<file path="src/rtl/regfile_write_arbiter.sv">
// ---------------------------------------------------------------------------
// regfile_write_arbiter
//
// Shares the single register-file write port (WE3/A3/WD3) among NUM_REQ
// writeback requesters with a valid/ready handshake and round-robin
// arbitration. Writes reach the register file one cycle after the handshake
// through a registered output stage. A clear sequencer can take over the port
// on command and write zero to registers 1..31 in order.
//
// Ports:
//   clk, rst        clock (rising edge) and asynchronous active-low reset
//   req_valid       per-requester write request
//   req_addr        flattened addresses, requester i at [i*ADDR_W +: ADDR_W]
//   req_data        flattened data, requester i at [i*DATA_W +: DATA_W]
//   req_ready       one-hot grant (combinational)
//   clear_req       pulse that starts the clear sequence
//   clear_busy      high while the clear sequence owns the port
//   clear_done      one-cycle pulse alongside the final (address 31) write
//   rf_we/a3/wd3    register-file write port (registered)
//   grant_id        requester behind the current rf_we cycle (0 for clears)
//
// Optional feature, enabled by defining REGFILE_ARB_STALL_CNT_EN:
//   stall_clr       synchronous clear of stall_count (wins over increment)
//   stall_count     saturating count of idle-state cycles in which some
//                   requester is valid but not granted
// ---------------------------------------------------------------------------
module regfile_write_arbiter #(
    parameter int NUM_REQ = 3,
    parameter int ADDR_W  = 5,
    parameter int DATA_W  = 32
) (
    input  logic                      clk,
    input  logic                      rst,
    input  logic [NUM_REQ-1:0]        req_valid,
    input  logic [NUM_REQ*ADDR_W-1:0] req_addr,
    input  logic [NUM_REQ*DATA_W-1:0] req_data,
    output logic [NUM_REQ-1:0]        req_ready,
    input  logic                      clear_req,
    output logic                      clear_busy,
    output logic                      clear_done,
    output logic                      rf_we,
    output logic [ADDR_W-1:0]         rf_a3,
    output logic [DATA_W-1:0]         rf_wd3,
    output logic [2:0]                grant_id
`ifdef REGFILE_ARB_STALL_CNT_EN
    ,
    input  logic                      stall_clr,
    output logic [15:0]               stall_count
`endif
);

    typedef enum logic [0:0] {
        ST_IDLE  = 1'b0,
        ST_CLEAR = 1'b1
    } state_t;

    localparam logic [ADDR_W-1:0] CLEAR_FIRST = ADDR_W'(1);
    localparam logic [ADDR_W-1:0] CLEAR_LAST  = ADDR_W'(31);

    state_t              state_q,     state_d;
    logic [2:0]          rr_ptr_q,    rr_ptr_d;
    logic [ADDR_W-1:0]   clear_idx_q, clear_idx_d;
    logic                rf_we_q,     rf_we_d;
    logic [ADDR_W-1:0]   rf_a3_q,     rf_a3_d;
    logic [DATA_W-1:0]   rf_wd3_q,    rf_wd3_d;
    logic [2:0]          grant_id_q,  grant_id_d;
    logic                clear_done_q, clear_done_d;

    logic [7:0]          valid_ext_s;
    logic [3:0]          cand_s;
    logic                grant_found_s;
    logic [2:0]          grant_idx_s;
    logic                arb_en_s;
    logic                accept_s;
    logic [NUM_REQ-1:0]  ready_s;
    logic [ADDR_W-1:0]   sel_addr_s;
    logic [DATA_W-1:0]   sel_data_s;
    logic [3:0]          ptr_inc_s;
    logic [2:0]          ptr_next_s;

    // Round-robin search starting at rr_ptr, wrapping modulo NUM_REQ.
    always_comb begin
        valid_ext_s                = 8'h00;
        valid_ext_s[NUM_REQ-1:0]   = req_valid;
        grant_found_s              = 1'b0;
        grant_idx_s                = 3'd0;
        cand_s                     = 4'd0;
        for (int k = 0; k < NUM_REQ; k++) begin
            cand_s = {1'b0, rr_ptr_q} + 4'(k);
            if (cand_s >= 4'(NUM_REQ)) begin
                cand_s = cand_s - 4'(NUM_REQ);
            end else begin
                cand_s = cand_s;
            end
            if (!grant_found_s && valid_ext_s[cand_s[2:0]]) begin
                grant_found_s = 1'b1;
                grant_idx_s   = cand_s[2:0];
            end else begin
                grant_found_s = grant_found_s;
            end
        end
    end

    // Grant is only offered in IDLE, out of reset, and when no clear is
    // being requested this cycle (the clear request wins the port).
    always_comb begin
        arb_en_s = rst && (state_q == ST_IDLE) && !clear_req;
        accept_s = arb_en_s && grant_found_s;
        ready_s  = '0;
        for (int i = 0; i < NUM_REQ; i++) begin
            if (accept_s && (grant_idx_s == 3'(i))) begin
                ready_s[i] = 1'b1;
            end else begin
                ready_s[i] = 1'b0;
            end
        end
    end

    // Select the winning requester's address/data with constant part-selects.
    always_comb begin
        sel_addr_s = '0;
        sel_data_s = '0;
        for (int i = 0; i < NUM_REQ; i++) begin
            if (grant_idx_s == 3'(i)) begin
                sel_addr_s = req_addr[i*ADDR_W +: ADDR_W];
                sel_data_s = req_data[i*DATA_W +: DATA_W];
            end else begin
                sel_addr_s = sel_addr_s;
                sel_data_s = sel_data_s;
            end
        end
    end

    // Pointer moves to the requester just after the winner, modulo NUM_REQ.
    always_comb begin
        ptr_inc_s = {1'b0, grant_idx_s} + 4'd1;
        if (ptr_inc_s >= 4'(NUM_REQ)) begin
            ptr_next_s = 3'd0;
        end else begin
            ptr_next_s = ptr_inc_s[2:0];
        end
    end

    // FSM next-state and registered-output next values.
    always_comb begin
        state_d      = state_q;
        rr_ptr_d     = rr_ptr_q;
        clear_idx_d  = clear_idx_q;
        rf_we_d      = 1'b0;
        rf_a3_d      = rf_a3_q;
        rf_wd3_d     = rf_wd3_q;
        grant_id_d   = grant_id_q;
        clear_done_d = 1'b0;
        case (state_q)
            ST_IDLE: begin
                if (clear_req) begin
                    state_d = ST_CLEAR;
                end else if (accept_s) begin
                    rf_a3_d    = sel_addr_s;
                    rf_wd3_d   = sel_data_s;
                    grant_id_d = grant_idx_s;
                    rr_ptr_d   = ptr_next_s;
                    // x0 is hardwired to zero: complete the handshake but
                    // never assert the write enable for it.
                    rf_we_d    = (sel_addr_s != '0);
                end else begin
                    state_d = ST_IDLE;
                end
            end
            ST_CLEAR: begin
                rf_we_d    = 1'b1;
                rf_a3_d    = clear_idx_q;
                rf_wd3_d   = '0;
                grant_id_d = 3'd0;
                if (clear_idx_q == CLEAR_LAST) begin
                    // Leave CLEAR as the last write is issued so clear_done
                    // lines up with the address-31 rf_we cycle.
                    state_d      = ST_IDLE;
                    clear_idx_d  = CLEAR_FIRST;
                    clear_done_d = 1'b1;
                end else begin
                    clear_idx_d = clear_idx_q + ADDR_W'(1);
                end
            end
            default: begin
                state_d     = ST_IDLE;
                clear_idx_d = CLEAR_FIRST;
            end
        endcase
    end

    // State and output registers.
    always_ff @(posedge clk or negedge rst) begin
        if (!rst) begin
            state_q      <= ST_IDLE;
            rr_ptr_q     <= 3'd0;
            clear_idx_q  <= CLEAR_FIRST;
            rf_we_q      <= 1'b0;
            rf_a3_q      <= '0;
            rf_wd3_q     <= '0;
            grant_id_q   <= 3'd0;
            clear_done_q <= 1'b0;
        end else begin
            state_q      <= state_d;
            rr_ptr_q     <= rr_ptr_d;
            clear_idx_q  <= clear_idx_d;
            rf_we_q      <= rf_we_d;
            rf_a3_q      <= rf_a3_d;
            rf_wd3_q     <= rf_wd3_d;
            grant_id_q   <= grant_id_d;
            clear_done_q <= clear_done_d;
        end
    end

    assign req_ready  = ready_s;
    assign clear_busy = (state_q == ST_CLEAR);
    assign clear_done = clear_done_q;
    assign rf_we      = rf_we_q;
    assign rf_a3      = rf_a3_q;
    assign rf_wd3     = rf_wd3_q;
    assign grant_id   = grant_id_q;

`ifdef REGFILE_ARB_STALL_CNT_EN
    logic [15:0] stall_count_q, stall_count_d;
    logic        stall_event_s;

    // A stall is any idle-state cycle with a valid requester left ungranted.
    always_comb begin
        stall_event_s = (state_q == ST_IDLE) && (|(req_valid & ~ready_s));
        if (stall_clr) begin
            stall_count_d = 16'h0000;
        end else if (stall_event_s && (stall_count_q != 16'hFFFF)) begin
            stall_count_d = stall_count_q + 16'h0001;
        end else begin
            stall_count_d = stall_count_q;
        end
    end

    // Stall counter register.
    always_ff @(posedge clk or negedge rst) begin
        if (!rst) begin
            stall_count_q <= 16'h0000;
        end else begin
            stall_count_q <= stall_count_d;
        end
    end

    assign stall_count = stall_count_q;
`endif

endmodule

</file>
<file path="config.mk">
export PLATFORM = sky130hd
export DESIGN_NAME = regfile_write_arbiter
export DESIGN_NICKNAME = d
export VERILOG_FILES = /design/src/rtl/regfile_write_arbiter.sv
export SDC_FILE = /design/constraint.sdc
export NUM_CORES = 1
export LEC_CHECK = 0
export ABC_CLOCK_PERIOD_IN_PS = 3200
export BUFFER_PORTS_ARGS = -buffer_cell sky130_fd_sc_hd__buf_4
export CAP_MARGIN = 25
export CORE_ASPECT_RATIO = 0.7
export CORE_MARGIN = 2
export CORE_UTILIZATION = 43
export DETAILED_ROUTE_END_ITERATION = 10
export HOLD_SLACK_MARGIN = 0.1
export PLACE_DENSITY = 0.75
export SLEW_MARGIN = 20
export SYNTH_ARGS = -nofsm -noshare
export SYNTH_HDL_FRONTEND = slang
export SYNTH_SLANG_ARGS = --single-unit
</file>
<file path="constraint.sdc">
create_clock -name clk -period 3.2 [get_ports clk]
set_input_delay 0.32 -clock clk [delete_from_list [all_inputs] [get_ports clk]]
set_output_delay 0.32 -clock clk [all_outputs]
set_load 0.01 [all_outputs]
</file>
# Word-level counts from Yosys, hierarchy flattened
# Cells that the tools add are included.
dict set report op_classes {
  reduce_logical 15
  n_lt_le_gt_ge 7
  muxes 43
  shift 0
  n_eq_ne 5
  n_addsub 7
  n_div 0
  multipliers 0
  bitwise 2
}
# cell n
set op_table {}
lappend op_table {{two-way mux 32 bit} 5}
lappend op_table {{one-hot mux 32 bit (2 select lines)} 1}
lappend op_table {{two-way mux 5 bit} 6}
lappend op_table {{two-way mux 3 bit} 9}
lappend op_table {{two-way mux 1 bit} 15}
lappend op_table {{greater-or-equal comparator 4 x 2 -> 1 bit, second input constant} 3}
lappend op_table {{less-than comparator 3 x 4 -> 1 bit, second input constant} 3}
lappend op_table {{one-hot mux 5 bit (2 select lines)} 1}
lappend op_table {{binary-select mux 1 bit (select 3 bit)} 3}
lappend op_table {{subtractor 3 x 2 -> 3 bit, second input constant} 3}
lappend op_table {{adder 3 x 1 -> 4 bit, second input constant} 2}
lappend op_table {{logical AND 1 bit} 8}
lappend op_table {{one-hot mux 3 bit (2 select lines)} 1}
lappend op_table {{adder 5 x 1 -> 5 bit, second input constant} 1}
lappend op_table {{== test 5 bit, second input constant} 1}
lappend op_table {{nonzero test 5 bit} 1}
lappend op_table {{adder 3 x 2 -> 4 bit, second input constant} 1}
lappend op_table {{inequality test 2 bit, second input constant} 2}
lappend op_table {{one-hot mux 1 bit (2 select lines)} 2}
lappend op_table {{== test 3 x 1 -> 1 bit, second input constant} 1}
lappend op_table {{== test 3 x 2 -> 1 bit, second input constant} 1}
lappend op_table {{greater-or-equal comparator 3 x 2 -> 1 bit, second input constant} 1}
lappend op_table {{logical NOT 1 bit} 3}
lappend op_table {{logical NOT 3 bit} 1}
lappend op_table {{other kinds (3)} 4}
dict set report word_totals {
  output_inout_bits 46
  mem_count 0
  input_bits 117
  mem_bits_rw 0
  latch_bits 0
  register_bits 51
  rom_bits 0
}

# Logic depth before layout (Yosys ltp)
dict set report logic_depth {
  ltp_word 19
  mapped_depth 18
  mapped_depth_nobuf 14
}

# Worst setup path before layout
# No wires, ideal clock.
dict set report synth_timing {
  path_type {register -> output}
  start {register rr_ptr_q[0]}
  end {output req_ready[1]}
  n_path_buf 5
  arrival_ps 3111
  setup_slack_ps -231
  stages_incl_launch_ff 16
  cell_sequence {dfrtp_1 -> buf_4 -> buf_2 -> inv_1 -> ha_1 -> buf_2 -> nor2b_4 -> nor2_1 -> a311o_1 -> a311o_1 -> a31oi_4 -> ha_1 -> buf_2 -> buf_2 -> inv_1 -> nor2_1}
}
dict set report synth_between {
  elab_chain_cells 14
  elab_cells_between_ends 31
}
# element line_no
set synth_lines {}
lappend synth_lines {{start: declaration} 61} ;# logic [2:0] rr_ptr_q, rr_ptr_d;
lappend synth_lines {{start signal: assignment} 205} ;# rr_ptr_q <= rr_ptr_d;
lappend synth_lines {{branches (longest 12 deep; another with adder 3 x 1 -> 4 bit)} n/a}
lappend synth_lines {{logical AND 1 bit (*)} 111} ;# if (accept_s && (grant_idx_s == 3'(i))) begin
lappend synth_lines {{two-way mux 1 bit (*)} 111}
lappend synth_lines {{end: declaration} 37} ;# output logic [NUM_REQ-1:0] req_ready,
# Every way passes the cells marked *. The select of a mux whose other input is x is not followed.

# Worst setup path in the final report
dict set report layout_timing {
  start {register rr_ptr_q[1]}
  end {output req_ready[1]}
}
# The elaborated chain is that of the path after synthesis.

==> flow_summary_export.csv <==
group,metric,value,unit
timing,finalCriticalPeriod,3.28,ns
power,ir_worst_vdd,0.638,mV
placement,dp_hpwl,8.68,mm
yosys,syn_avg_cell_area,9.61,um2
drt,num_vias,3885,
clock_network,cts.hold.buffers_added,0,
setup_path,crit_top_cell,"ha_4",
yosys,synth.distinct_cells,56,
yosys,synth_edf_count,0,
clock_network,cts_tree,"done",
die,rows,27,
die,initial_core_util,44.2,%
clock_network,clkTransAtPathRegs,0.07,ns
timing,timing.fmax,0.305,GHz
placement,dp_slack,-0.0309,ns
setup_path,cp-end-kind,"primary output",
placement,post_dp_cell_area,5090,um2
finish,layout.area.seq,1280,um2
die,core_area,7870,um2
timing,setup_violations,16,
drt,dr.pass1.iters,5,
drt,drt_iter0_markers,351,
timing,slew_headroom,56.7,%
yosys,ys_warn_count,0,
worst_hold_path,hp-class,"primary input to async pin",
grt,grt_pass1_wl,18.4,mm
drt,antenna_left,0,
yosys,yosysSeqAreaShare,36.7,%
clock_network,htree_levels,2,
setup_path,critPathLaunchType,"flip-flop",
die,dieArea,8830,um2
setup_path,cp_slowest_stage_delay,0.45,ns
setup_path,crit_family,"compound AO/OA/AOI/OAI gates",
finish,multiInputGateArea,2220,um2
finish,syn2layout_area_growth,62.6,%
grt,track_usage,25.8,%
run,drv_cap,0,
setup_path,critical_path.max_fanout,5,
drt,detail_route.drc_violations,0,
die,fp.dieH,79.2,um
placement,gp_congestion,0.904,
timing,finClkSkew,0.00346,ns
finish,drive_gt1_share,54.5,%
timing,drv_slew,0,
yosys,synth_ff_type,"dfrtp_1",
finish,antennaDiodeCount,0,
yosys,ys_async_sr_fraction,100,%
setup_path,crit_chain,"ha_4 > ha_4 > nor2b_4 > nor2_1 > a311o_1 > a311o_1 > a31oi_4 > buf_6 > ha_4 > buf_6 > buf_12 > inv_4 > nor2_2 > buf_4",
placement,io_buffers,162,
drt,routed_wl,12.7,mm
timing,worst_pin_slew,0.650,ns
clock_network,ctsLongestPathBuffers,2,
drt,vias_per_cell,5.91,
clock_network,cts.sinks,51,
yosys,syn_nets,491,
finish,postLayoutCellArea,5650,um2
drt,wl_per_cell,19.3,um
timing,post-route-period-util,103,%
setup_path,crit_type,"flip-flop to primary output",
finish,nets,684,
setup_path,cp_num_buf_inv,5,
power,powerDensity,1090,nW/um2
setup_path,slowest_stage,"dfrtp_2",
grt,grt_start_max_net_pins,52,
clock_network,cts-buffers-inserted,5,
die,die_w,111,um
timing,layout_setup_ws,-0.0835,ns
finish,final_core_util,71.8,%
yosys,synthCells,362,
finish,nFillCells,551,
outcome,status,"complete, but fails checks",
timing,finalHoldViolCount,0,
grt,antenna_found_initial,0,
power,leakage,2.69,nW
die,design.portCount,163,
yosys,synth_seq_cells,51,
timing,rsz0062_at_grt,"true",
setup_path,cp.required,2.88,ns
grt,grt_pass1_vias,3622,
clock_network,insertion_delay,0.28,ns
grt,grt_overflow,0,
clock_network,clock-root-buffer,"clkbuf_16",
yosys,netlist_area,3480,um2
outcome,violations,"negative setup slack",
setup_path,arrival,2.96,ns
[worst reg2reg max path: stages (launching register included)]
cell and delay, ns:
dfrtp_2 0.45, ha_4 0.19, ha_4 0.28, nor2b_4 0.21
nor2_1 0.06, a311o_1 0.27, a311o_1 0.30, a31oi_4 0.22
buf_4 0.14, buf_4 0.12, nor3_4 0.05, buf_12 0.15
a221o_1 0.35, a21oi_2 0.22, a41oi_2 0.13
[routing by layer]
layer / up-vias / global-route usage (%) / wire length, um
met5: - / 0 / 0
met4: 0 / 7.28 / 373
met3: 34 / 4.96 / 893
met2: 196 / 42.4 / 6230
met1: 1895 / 35.1 / 5200
li1: 1760 / - / -
[cell type report]
class                           count  share of cell area [%]
Tap cell                          101                    2.24
Sequential cell                    51                    22.6
Clock buffer                        6                    2.28
Timing Repair Buffer              219                    32.4
Multi-Input combinational cell    265                    39.2
Inverter                           13                    1.04
Clock inverter                      2                   0.221
[stage by stage]
stage	hold slack (ns)	TNS, ns	cells	power, mW
floorplan	0.0244	-0.0157	362	3.46
global placement	0.493	0	630	4.62
detailed placement	0.482	-0.0870	630	4.75
CTS	0.219	-0.0337	647	5.64
global route	0.256	-5.09	657	6.55
finish	0.204	-0.416	657	6.19
[power breakdown]
part	internal (mW)	switching [mW]
logic	2.43	2.36
registers	0.767	0.118
clock network	0.289	0.224
[path summary, 6_finish.rpt]
check / start / endpoint / slack (ns) / cells after the start
setup / recovery: rr_ptr_q[1] / req_ready[1] / -0.08 / 14
hold / removal: rst / rf_wd3[8] / 0.20 / 2
setup reg to reg: rr_ptr_q[1] / rf_we / -0.08 / 14
hold reg to reg: clear_idx_q[3] / clear_idx_q[3] / 0.50 / 1
max in group asynchronous: rst / rr_ptr_q[0] / 2.54 / 2
min in group clk: clear_req / clear_busy / 0.37 / 3
[flip-flops by register name, indices dropped and copies added, names as in the netlist]
name / cells
grant_id: 3
rr_ptr_q: 3
rf_a3: 5
rf_wd3: 32
rf_we: 1
clear_busy: 1
clear_done: 1
clear_idx_q: 5
[cells in the mapped netlist (2+ instances only)]
cell type | number | area share (%)
a21boi_0 | 3 | 0.65
a21oi_1 | 6 | 0.86
a221o_1 | 4 | 1.2
a221oi_1 | 2 | 0.50
a221oi_2 | 30 | 13
a22o_1 | 2 | 0.50
a311o_1 | 2 | 0.58
a31o_1 | 30 | 7.6
a31o_2 | 2 | 0.50
a31oi_1 | 2 | 0.36
and2_1 | 4 | 0.72
and3_1 | 4 | 0.72
buf_1 | 2 | 0.22
buf_2 | 11 | 1.6
buf_6 | 3 | 0.97
clkbuf_1 | 16 | 1.7
dfrtp_1 | 50 | 36
ha_1 | 12 | 4.3
inv_1 | 11 | 1.2
mux2_2 | 2 | 0.65
nand2_1 | 23 | 2.5
nand2b_1 | 9 | 1.6
nand3_1 | 4 | 0.58
nor2_1 | 42 | 4.5
nor3_1 | 35 | 5.0
nor3b_1 | 2 | 0.43
nor4_1 | 2 | 0.36
o21ai_0 | 12 | 1.7
o21bai_1 | 2 | 0.43
o221ai_1 | 4 | 1.0
o31ai_1 | 4 | 0.86
[kinds of logic after synthesis]
group | after synthesis | synth area share (%)
xor+xnor | 1 | 0.252
compound gates | 117 | 33.2
buf+inv | 46 | 6.12
fa+ha+maj | 12 | 4.32
flops | 51 | 36.7
simple gates | 132 | 18.4
mux | 3 | 0.936
[timing repair]
| item | in CTS | in global routing |
|---|---|---|
| setup buffers | 8 | 9 |
| gates cloned | 2 | 2 |
| pin swaps | 6 | 11 |
| resized for setup | 9 | 32 |
| setup endpoints to repair | 12 | 41 |
[cells in the final DEF, fill, tap and decap left out, drive strengths merged, types with 2 or more instances in the layout]
cell type  instances
a21boi             3
a21oi              6
a221o              4
a221oi            32
a22o               2
a311o              2
a31o              32
a31oi              3
and2               4
and3               4
buf              215
bufbuf             2
clkbuf             8
clkinv             2
dfrtp             50
ha                12
inv               12
mux2               2
nand2             23
nand2b             9
nand3              4
nor2              42
nor2b              2
nor3              36
nor3b              2
nor4               2
o2111ai            2
o21ai             13
o21bai             2
o221ai             4
o31ai              4
Power figures use the tool's default switching activity.
